===== src/rtl/uart_rx_byte.sv =====
// 8N1 UART byte receiver: 16x oversampling with a 3-sample majority vote at mid-bit.
// Define UART_RX_PARITY_EN to receive 8E1 frames and report even-parity mismatches on parity_err.
//
// state     | meaning
// ----------+-----------------------------------------------------------
// IDLE      | line idle, tick counters held at 0, waiting for falling edge
// START     | validating the start bit; a high majority is a false start
// DATA      | shifting in 8 data bits, LSB first
// PARITY    | sampling the even-parity bit (UART_RX_PARITY_EN only)
// STOP      | sampling the stop bit; result decided at subtick 9
// WAIT_HIGH | after a framing error, wait for the line to return high
module uart_rx_byte #(
    parameter int CLK_FREQ = 50000000
) (
    input  logic       clk,
    input  logic       rst_n,
    input  logic       uart_rx,
    input  logic [2:0] baud_set,
    output logic [7:0] byte_out,
    output logic       uart_rx_done,
    output logic       frame_err,
    output logic       parity_err
);

    typedef enum logic [2:0] {
        IDLE,
        START,
        DATA,
`ifdef UART_RX_PARITY_EN
        PARITY,
`endif
        STOP,
        WAIT_HIGH
    } state_t;

    localparam logic [15:0] DIV_2400   = 16'(CLK_FREQ / (2400 * 16));
    localparam logic [15:0] DIV_4800   = 16'(CLK_FREQ / (4800 * 16));
    localparam logic [15:0] DIV_9600   = 16'(CLK_FREQ / (9600 * 16));
    localparam logic [15:0] DIV_19200  = 16'(CLK_FREQ / (19200 * 16));
    localparam logic [15:0] DIV_38400  = 16'(CLK_FREQ / (38400 * 16));
    localparam logic [15:0] DIV_57600  = 16'(CLK_FREQ / (57600 * 16));
    localparam logic [15:0] DIV_115200 = 16'(CLK_FREQ / (115200 * 16));
    localparam logic [15:0] DIV_230400 = 16'(CLK_FREQ / (230400 * 16));

    state_t      r_state;
    state_t      w_state_nxt;

    logic        r_sync1;
    logic        r_sync2;
    logic        r_prev;
    logic [2:0]  r_baud;
    logic [15:0] r_div_cnt;
    logic [3:0]  r_subtick;
    logic [2:0]  r_bit_idx;
    logic [1:0]  r_samp;
    logic [7:0]  r_shift;
    logic [7:0]  r_byte_out;
    logic        r_done;
    logic        r_frame_err;
`ifdef UART_RX_PARITY_EN
    logic        r_par_bit;
    logic        r_parity_err;
`endif

    logic [15:0] w_div;
    logic        w_fall;
    logic        w_run;
    logic        w_tick;
    logic        w_mid_tick;
    logic        w_end_tick;
    logic        w_maj;

    always_comb begin
        w_div = DIV_2400;
        case (r_baud)
            3'd0: w_div = DIV_2400;
            3'd1: w_div = DIV_4800;
            3'd2: w_div = DIV_9600;
            3'd3: w_div = DIV_19200;
            3'd4: w_div = DIV_38400;
            3'd5: w_div = DIV_57600;
            3'd6: w_div = DIV_115200;
            3'd7: w_div = DIV_230400;
            default: w_div = DIV_2400;
        endcase
    end

    assign w_fall     = r_prev & ~r_sync2;
    assign w_run      = (r_state != IDLE) && (r_state != WAIT_HIGH);
    assign w_tick     = w_run && (r_div_cnt == (w_div - 16'd1));
    assign w_mid_tick = w_tick && (r_subtick == 4'd9);
    assign w_end_tick = w_tick && (r_subtick == 4'd15);
    // samples 7 and 8 are registered; sample 9 is the live synced line at the subtick-9 tick
    assign w_maj      = (r_samp[0] & r_samp[1]) | (r_samp[0] & r_sync2) | (r_samp[1] & r_sync2);

    always_ff @(posedge clk) begin
        if (!rst_n) begin
            r_state <= IDLE;
        end else begin
            r_state <= w_state_nxt;
        end
    end

    always_comb begin
        w_state_nxt = r_state;
        case (r_state)
            IDLE: begin
                if (w_fall) begin
                    w_state_nxt = START;
                end
            end
            START: begin
                if (w_mid_tick && w_maj) begin
                    w_state_nxt = IDLE;
                end else if (w_end_tick) begin
                    w_state_nxt = DATA;
                end
            end
            DATA: begin
                if (w_end_tick && (r_bit_idx == 3'd7)) begin
`ifdef UART_RX_PARITY_EN
                    w_state_nxt = PARITY;
`else
                    w_state_nxt = STOP;
`endif
                end
            end
`ifdef UART_RX_PARITY_EN
            PARITY: begin
                if (w_end_tick) begin
                    w_state_nxt = STOP;
                end
            end
`endif
            STOP: begin
                if (w_mid_tick) begin
                    w_state_nxt = w_maj ? IDLE : WAIT_HIGH;
                end
            end
            WAIT_HIGH: begin
                if (r_sync2) begin
                    w_state_nxt = IDLE;
                end
            end
            default: w_state_nxt = IDLE;
        endcase
    end

    always_ff @(posedge clk) begin
        if (!rst_n) begin
            r_sync1     <= 1'b1;
            r_sync2     <= 1'b1;
            r_prev      <= 1'b1;
            r_baud      <= 3'd0;
            r_div_cnt   <= 16'd0;
            r_subtick   <= 4'd0;
            r_bit_idx   <= 3'd0;
            r_samp      <= 2'b00;
            r_shift     <= 8'h00;
            r_byte_out  <= 8'h00;
            r_done      <= 1'b0;
            r_frame_err <= 1'b0;
        end else begin
            r_sync1     <= uart_rx;
            r_sync2     <= r_sync1;
            r_prev      <= r_sync2;
            r_done      <= 1'b0;
            r_frame_err <= 1'b0;

            if (!w_run) begin
                r_div_cnt <= 16'd0;
                r_subtick <= 4'd0;
                r_bit_idx <= 3'd0;
                if ((r_state == IDLE) && w_fall) begin
                    r_baud <= baud_set;
                end
            end else if (w_tick) begin
                r_div_cnt <= 16'd0;
                r_subtick <= r_subtick + 4'd1;
            end else begin
                r_div_cnt <= r_div_cnt + 16'd1;
            end

            if (w_tick && (r_subtick == 4'd7)) begin
                r_samp[0] <= r_sync2;
            end
            if (w_tick && (r_subtick == 4'd8)) begin
                r_samp[1] <= r_sync2;
            end

            if ((r_state == DATA) && w_mid_tick) begin
                r_shift <= {w_maj, r_shift[7:1]};
            end
            if ((r_state == DATA) && w_end_tick) begin
                r_bit_idx <= r_bit_idx + 3'd1;
            end

            if ((r_state == STOP) && w_mid_tick) begin
                if (w_maj) begin
                    r_byte_out <= r_shift;
                    r_done     <= 1'b1;
                end else begin
                    r_frame_err <= 1'b1;
                end
            end
        end
    end

`ifdef UART_RX_PARITY_EN
    always_ff @(posedge clk) begin
        if (!rst_n) begin
            r_par_bit    <= 1'b0;
            r_parity_err <= 1'b0;
        end else begin
            r_parity_err <= 1'b0;
            if ((r_state == PARITY) && w_mid_tick) begin
                r_par_bit <= w_maj;
            end
            // a framing error suppresses the parity report
            if ((r_state == STOP) && w_mid_tick && w_maj) begin
                r_parity_err <= r_par_bit ^ (^r_shift);
            end
        end
    end

    assign parity_err = r_parity_err;
`else
    assign parity_err = 1'b0;
`endif

    assign byte_out     = r_byte_out;
    assign uart_rx_done = r_done;
    assign frame_err    = r_frame_err;

endmodule


===== config.mk =====
export PLATFORM = sky130hd
export DESIGN_NAME = uart_rx_byte
export DESIGN_NICKNAME = d
export VERILOG_FILES = /design/src/rtl/uart_rx_byte.sv
export SDC_FILE = /design/constraint.sdc
export NUM_CORES = 1
export LEC_CHECK = 0
export ABC_CLOCK_PERIOD_IN_PS = 2800
export BUFFER_PORTS_ARGS = -buffer_cell sky130_fd_sc_hd__buf_2
export CAP_MARGIN = 20
export CORE_MARGIN = 1
export CORE_UTILIZATION = 35
export DETAILED_ROUTE_END_ITERATION = 7
export PLACE_DENSITY = 0.58
export SLEW_MARGIN = 10
export SYNTH_ARGS = -nofsm -noshare
export SYNTH_HDL_FRONTEND = slang
export SYNTH_SLANG_ARGS = --single-unit
export TNS_END_PERCENT = 100

===== constraint.sdc =====
create_clock -name clk -period 2.8 [get_ports clk]
set_clock_uncertainty 0.1 [all_clocks]
set_input_delay 0.14 -clock clk [delete_from_list [all_inputs] [get_ports clk]]
set_output_delay 0.14 -clock clk [all_outputs]
set_load 0.01 [all_outputs]

== After elaboration in Yosys (flattened, before gate mapping) ==
Memories as Yosys holds them, arrays and structs flattened. A register that Yosys moved wholly into a read port is not among the register bits.
Cells that the tools add are included.
Word-level totals
  memories: 1
  flip-flop bits (word level): 52
  bits of input ports: 6
  logic and storage cells: 79
  memory bits (read-only): 88
Memory list
  (no name shown): depth 8, bits a word 11, rd ports 1, clocked after Yosys merged registers in 1, wr ports 0, line 75  | case (r_baud)
Cells by class
  reductions and logical operators: 20
  equality and inequality tests: 17
  muxes and demuxes: 14
  bitwise operators: 9
  add/subtract/negate cells: 4
Operator list (count)
  two-way mux 3 bit: 11
  adder 16 x 1 -> 16 bit, second input constant: 1
  equality test 16 bit: 1
  subtractor 16 x 1 -> 16 bit, second input constant: 1
  case mux 3 bit (5 select lines): 1
  equality test 4 bit, second input constant: 3
  logical AND 1 bit: 12
  inequality test 2 bit, second input constant: 4
  AND reduction 2 bit: 4
  equality test 3 x 2 -> 1 bit, second input constant: 2
  equality test 3 bit, second input constant: 2
  inequality test 3 bit, second input constant: 2
  AND reduction 5 bit: 1
  adder 4 x 1 -> 4 bit, second input constant: 1
  bitwise AND 1 bit: 4
  equality test 4 x 3 -> 1 bit, second input constant: 1
  adder 3 x 1 -> 3 bit, second input constant: 1
  equality test 3 x 1 -> 1 bit, second input constant: 1
  logical NOT 3 bit: 1
  inverter 1 bit: 3
  nonzero test 3 bit: 1
  OR reduction 3 bit: 1
  two-way mux 1 bit: 2
  inequality test 2 x 1 -> 1 bit, second input constant: 1
  bitwise OR 1 bit: 2

== Logic depth before layout (Yosys ltp) ==
  word-level depth: 7
  depth in mapped cells: 11
  gate-level depth less buffers: 9

== Worst setup path before layout ==
No wires, ideal clock.
  path type: reg-to-reg
  start point: reg, netlist name w_div[0]
  end point: reg r_byte_out[2], in the netlist byte_out[2]
  buffers on the path: 1
  setup slack: 0.059 ns
  data arrival time: 2.522 ns
  stages on the path, launching flop included: 11
  period minus slack after synthesis: 2.741 ns
  library setup time: 0.119 ns
  path through: dfxtp_1 inv_1 ha_1 or4b_4 nor3b_2 xnor2_1 nand2b_1 or4_1 or3_1 buf_6 mux2i_1
On the way
  longest elaborated chain between the ends: 6
RTL lines
  subtractor 16 x 1 -> 16 bit: line 90  | assign w_tick = w_run && (r_div_cnt == (w_div - 16'd1));
  equality test 16 bit: line 90
  logical AND 1 bit: line 90
  logical AND 1 bit: line 91  | assign w_mid_tick = w_tick && (r_subtick == 4'd9);
  logical AND 1 bit: line 198  | if ((r_state == STOP) && w_mid_tick) begin
  AND reduction 2 bit (no source line)
  to (signal assigned): line 200  | r_byte_out <= r_shift;
  to (decl): line 57  | logic [7:0] r_byte_out;
Every way passes these cells.
A chain may end at the register's enable or synchronous reset.

== Final worst setup path ==
  start point: reg, netlist name w_div[1]
  end point: reg r_byte_out[7], in the netlist byte_out[7]
On the way
  longest elaborated chain between the ends: 6
RTL lines (line)
  subtractor 16 x 1 -> 16 bit: 90
  equality test 16 bit: 90
  logical AND 1 bit: 90
  logical AND 1 bit: 91
  logical AND 1 bit: 198
  AND reduction 2 bit (no source line)
Every way passes these cells.

==> results.md <==
* Status: complete, no violations
* R2r startpoint: w_div[1]$_DFF_P_
* Worst EP required at 2930 ps
* Setup crit start: w_div[1]$_DFF_P_
* Drt initial violations at 55
* Gpl congestion at 0.864
* Chip width at 95.2 µm
* I/O pin count at 17
* VDD IR max at 249 µV
* Fin crit period at 2740 ps
* Antenna viol nets, final at 0
* Synthesized area per cell at 8.82 µm²
* CTS H-tree depth at 3
* Synthesis Warnings at 0
* CTS max path bufs at 2
* Final hold violation count at 0
* EDFF count, synth at 0
* Final Slew Violations at 0
* Ys async rst share at 0%
* Vias in the first global route at 2398
* Post-route DRC at 0
* Final nets at 400
* Placed Cells at 471
* Commonest non-fill, non-tap cell in the layout: dfxtp_1
* Fin crit share at 98.0%
* PortBufs at 15
* CP Launch Type: flop
* Fin util at 43.8%
* Global-route wire length before repair at 10700 µm
* Hpwl dp at 4520 µm
* Cell-internal power at 1.46 mW
* Wire length per cell at 12.8 µm
* Synth Cell Area at 3040 µm²
* Mapped Nets at 365
* Clock buffer count from CTS at 9
* Final setup vio count at 0
* Part of the power in combinational logic at 5.9%
* CTS tree: done
* Crit Path Class: reg2reg
* Congestion Overflow GR at 0
* Pwr Density at 527 nW/µm²
* Initial Util at 36.7%
* Clk pwr share at 45.8%
* Clock tree sinks at 63
* Layout cells sized above 1 at 18.4%
* Initial antenna violation count at 0
* Hold Slack at 91.4 ps
* Die height at 95.2 µm
* Reg clk slew, reported paths at 70 ps
* Worst hold-check path type: in2reg
* Area grow syn2layout at 19.4%
* Pleak at 1.54 nW
* Total GRT Usage at 15.4%
* CTS root buffer: clkbuf_8
* CORE AREA at 8300 µm²
* Seq cells post-synth at 63
* Setup TNS at 0 ps
* Synth cell types at 46
* Vias at 2416
* CP max FO at 8
* # diodes at 0
* Sw Ratio at 23.4%
* Max Cap Viol at 0
* Critical path capture point type: flop
* Pre-antenna DRT Iters at 4
* Share of power burned in registers at 48.4%
* Finished Layout Cells at 490
* Total die area at 9070 µm²
* Row count at 33
* Most frequent cells in the layout: dfxtp_1, nand2_1, nor2_1, mux2i_1, buf_4
* Mapped Cells at 345
* Clock latency on the worst-skew pair at 340 ps
* Fmax at 365 MHz
* WP data arrival at 2870 ps
* Sequential fraction of the synthesis area at 41.5%
* Total Wirelength at 6290 µm
* Main synth FF type: dfxtp_1
* Vias per cell at 4.93
* Pin count of the biggest net entering global routing at 29
* P_sw at 447 µW
* Hold_sp: rst_n
## cell families after synthesis
logic type	Yosys count	synth area share [%]
fa+ha+maj	15	6.09
mux	25	8.23
other cells	1	0.123
buf+inv	27	3.74
xor+xnor	29	8.35
simple gates	154	25.9
flops	63	41.5
compound gates	31	6.13
## flip-flops by register name (all words and copies together) (netlist names)
register / cells
byte_out: 8
frame_err: 1
r_baud: 3
r_bit_idx: 3
r_div_cnt: 16
r_prev: 1
r_samp: 2
r_shift: 8
r_state: 3
r_subtick: 4
r_sync1: 1
r_sync2: 1
uart_rx_done: 1
w_div: 11
## per-stage QoR
step / setup slack [ps] / total power, mW / instance area (µm²)
floorplan: 59.2 / 1.01 / 3040
finish: 56.7 / 1.91 / 3630
detailed placement: -57.6 / 1.05 / 3330
global placement: 17.5 / 1.04 / 3330
CTS: 16.6 / 1.92 / 3570
global route: -13.5 / 2.00 / 3630
## cell type report
type                            count  area, µm²
Fill cell                         804       4670
Multi-Input combinational cell    255       1720
Sequential cell                    63       1260
Timing Repair Buffer               37        243
Tap cell                          105        131
Clock buffer                        9        124
Clock inverter                      7       97.6
Inverter                           14       52.6
## power by group through the flow
| stage | sequential (mW) | clock (mW) | combinational [mW] |
|---|---|---|---|
| 4_1_cts | 0.923 | 0.897 | 0.103 |
| 5_1_grt | 0.926 | 0.946 | 0.124 |
| 2_1_floorplan | 0.941 | 0 | 0.0682 |
| 3_3_place_gp | 0.944 | 0 | 0.0989 |
| 3_5_place_dp | 0.944 | 0 | 0.101 |
| 6_report | 0.925 | 0.875 | 0.112 |
## per-layer routing
| metal | routed length, µm | vias up | share of wire (%) | global-route usage (%) |
|---|---|---|---|---|
| met2 | 3080 | 34 | 49 | 27.0 |
| met5 | 0 | - | 0 | 0 |
| met4 | 77 | 0 | 1.2 | 5.68 |
| met3 | 188 | 7 | 3.0 | 5.02 |
| li1 | - | 1239 | - | - |
| met1 | 2940 | 1136 | 47 | 17.3 |
## Yosys cell counts, types with 9 or more instances
library cell | instances | area, µm²
o21ai_0 | 10 | 50.1
a21oi_1 | 10 | 50.1
xor2_1 | 15 | 131
clkbuf_1 | 9 | 33.8
nand3_1 | 15 | 75.1
nand2_1 | 48 | 180
dfxtp_1 | 63 | 1260
nor2_1 | 31 | 116
inv_1 | 14 | 52.6
ha_1 | 14 | 175
xnor2_1 | 14 | 123
mux2i_1 | 25 | 250
## critical path, cell delays in order (launching register included)
cell     delay (ps)
dfxtp_2         340
inv_2            70
ha_4            130
or4b_4          490
o21ai_2          70
and3_1          200
nand3_1          80
or4_4           520
or3_4           480
mux2i_1         150
## worst paths after layout
kind                         endpoint  slack (ps)  depth (start not counted)
max          byte_out[7]$_SDFFE_PN0P_          60                          9
min            r_baud[1]$_SDFFE_PN0P_          90                          3
max reg2reg  byte_out[7]$_SDFFE_PN0P_          60                          9
min reg2reg        r_sync2$_SDFF_PN1_         310                          1
## timing repair
item                       4_1_cts  5_1_grt
pin swaps                        3        8
hold endpoints to repair         1        0
setup buffers                    0        3
hold buffers                     1        0
setup endpoints to repair       17       17
resized for setup                2       17
Note: power is estimated with default switching activity, not from simulation.
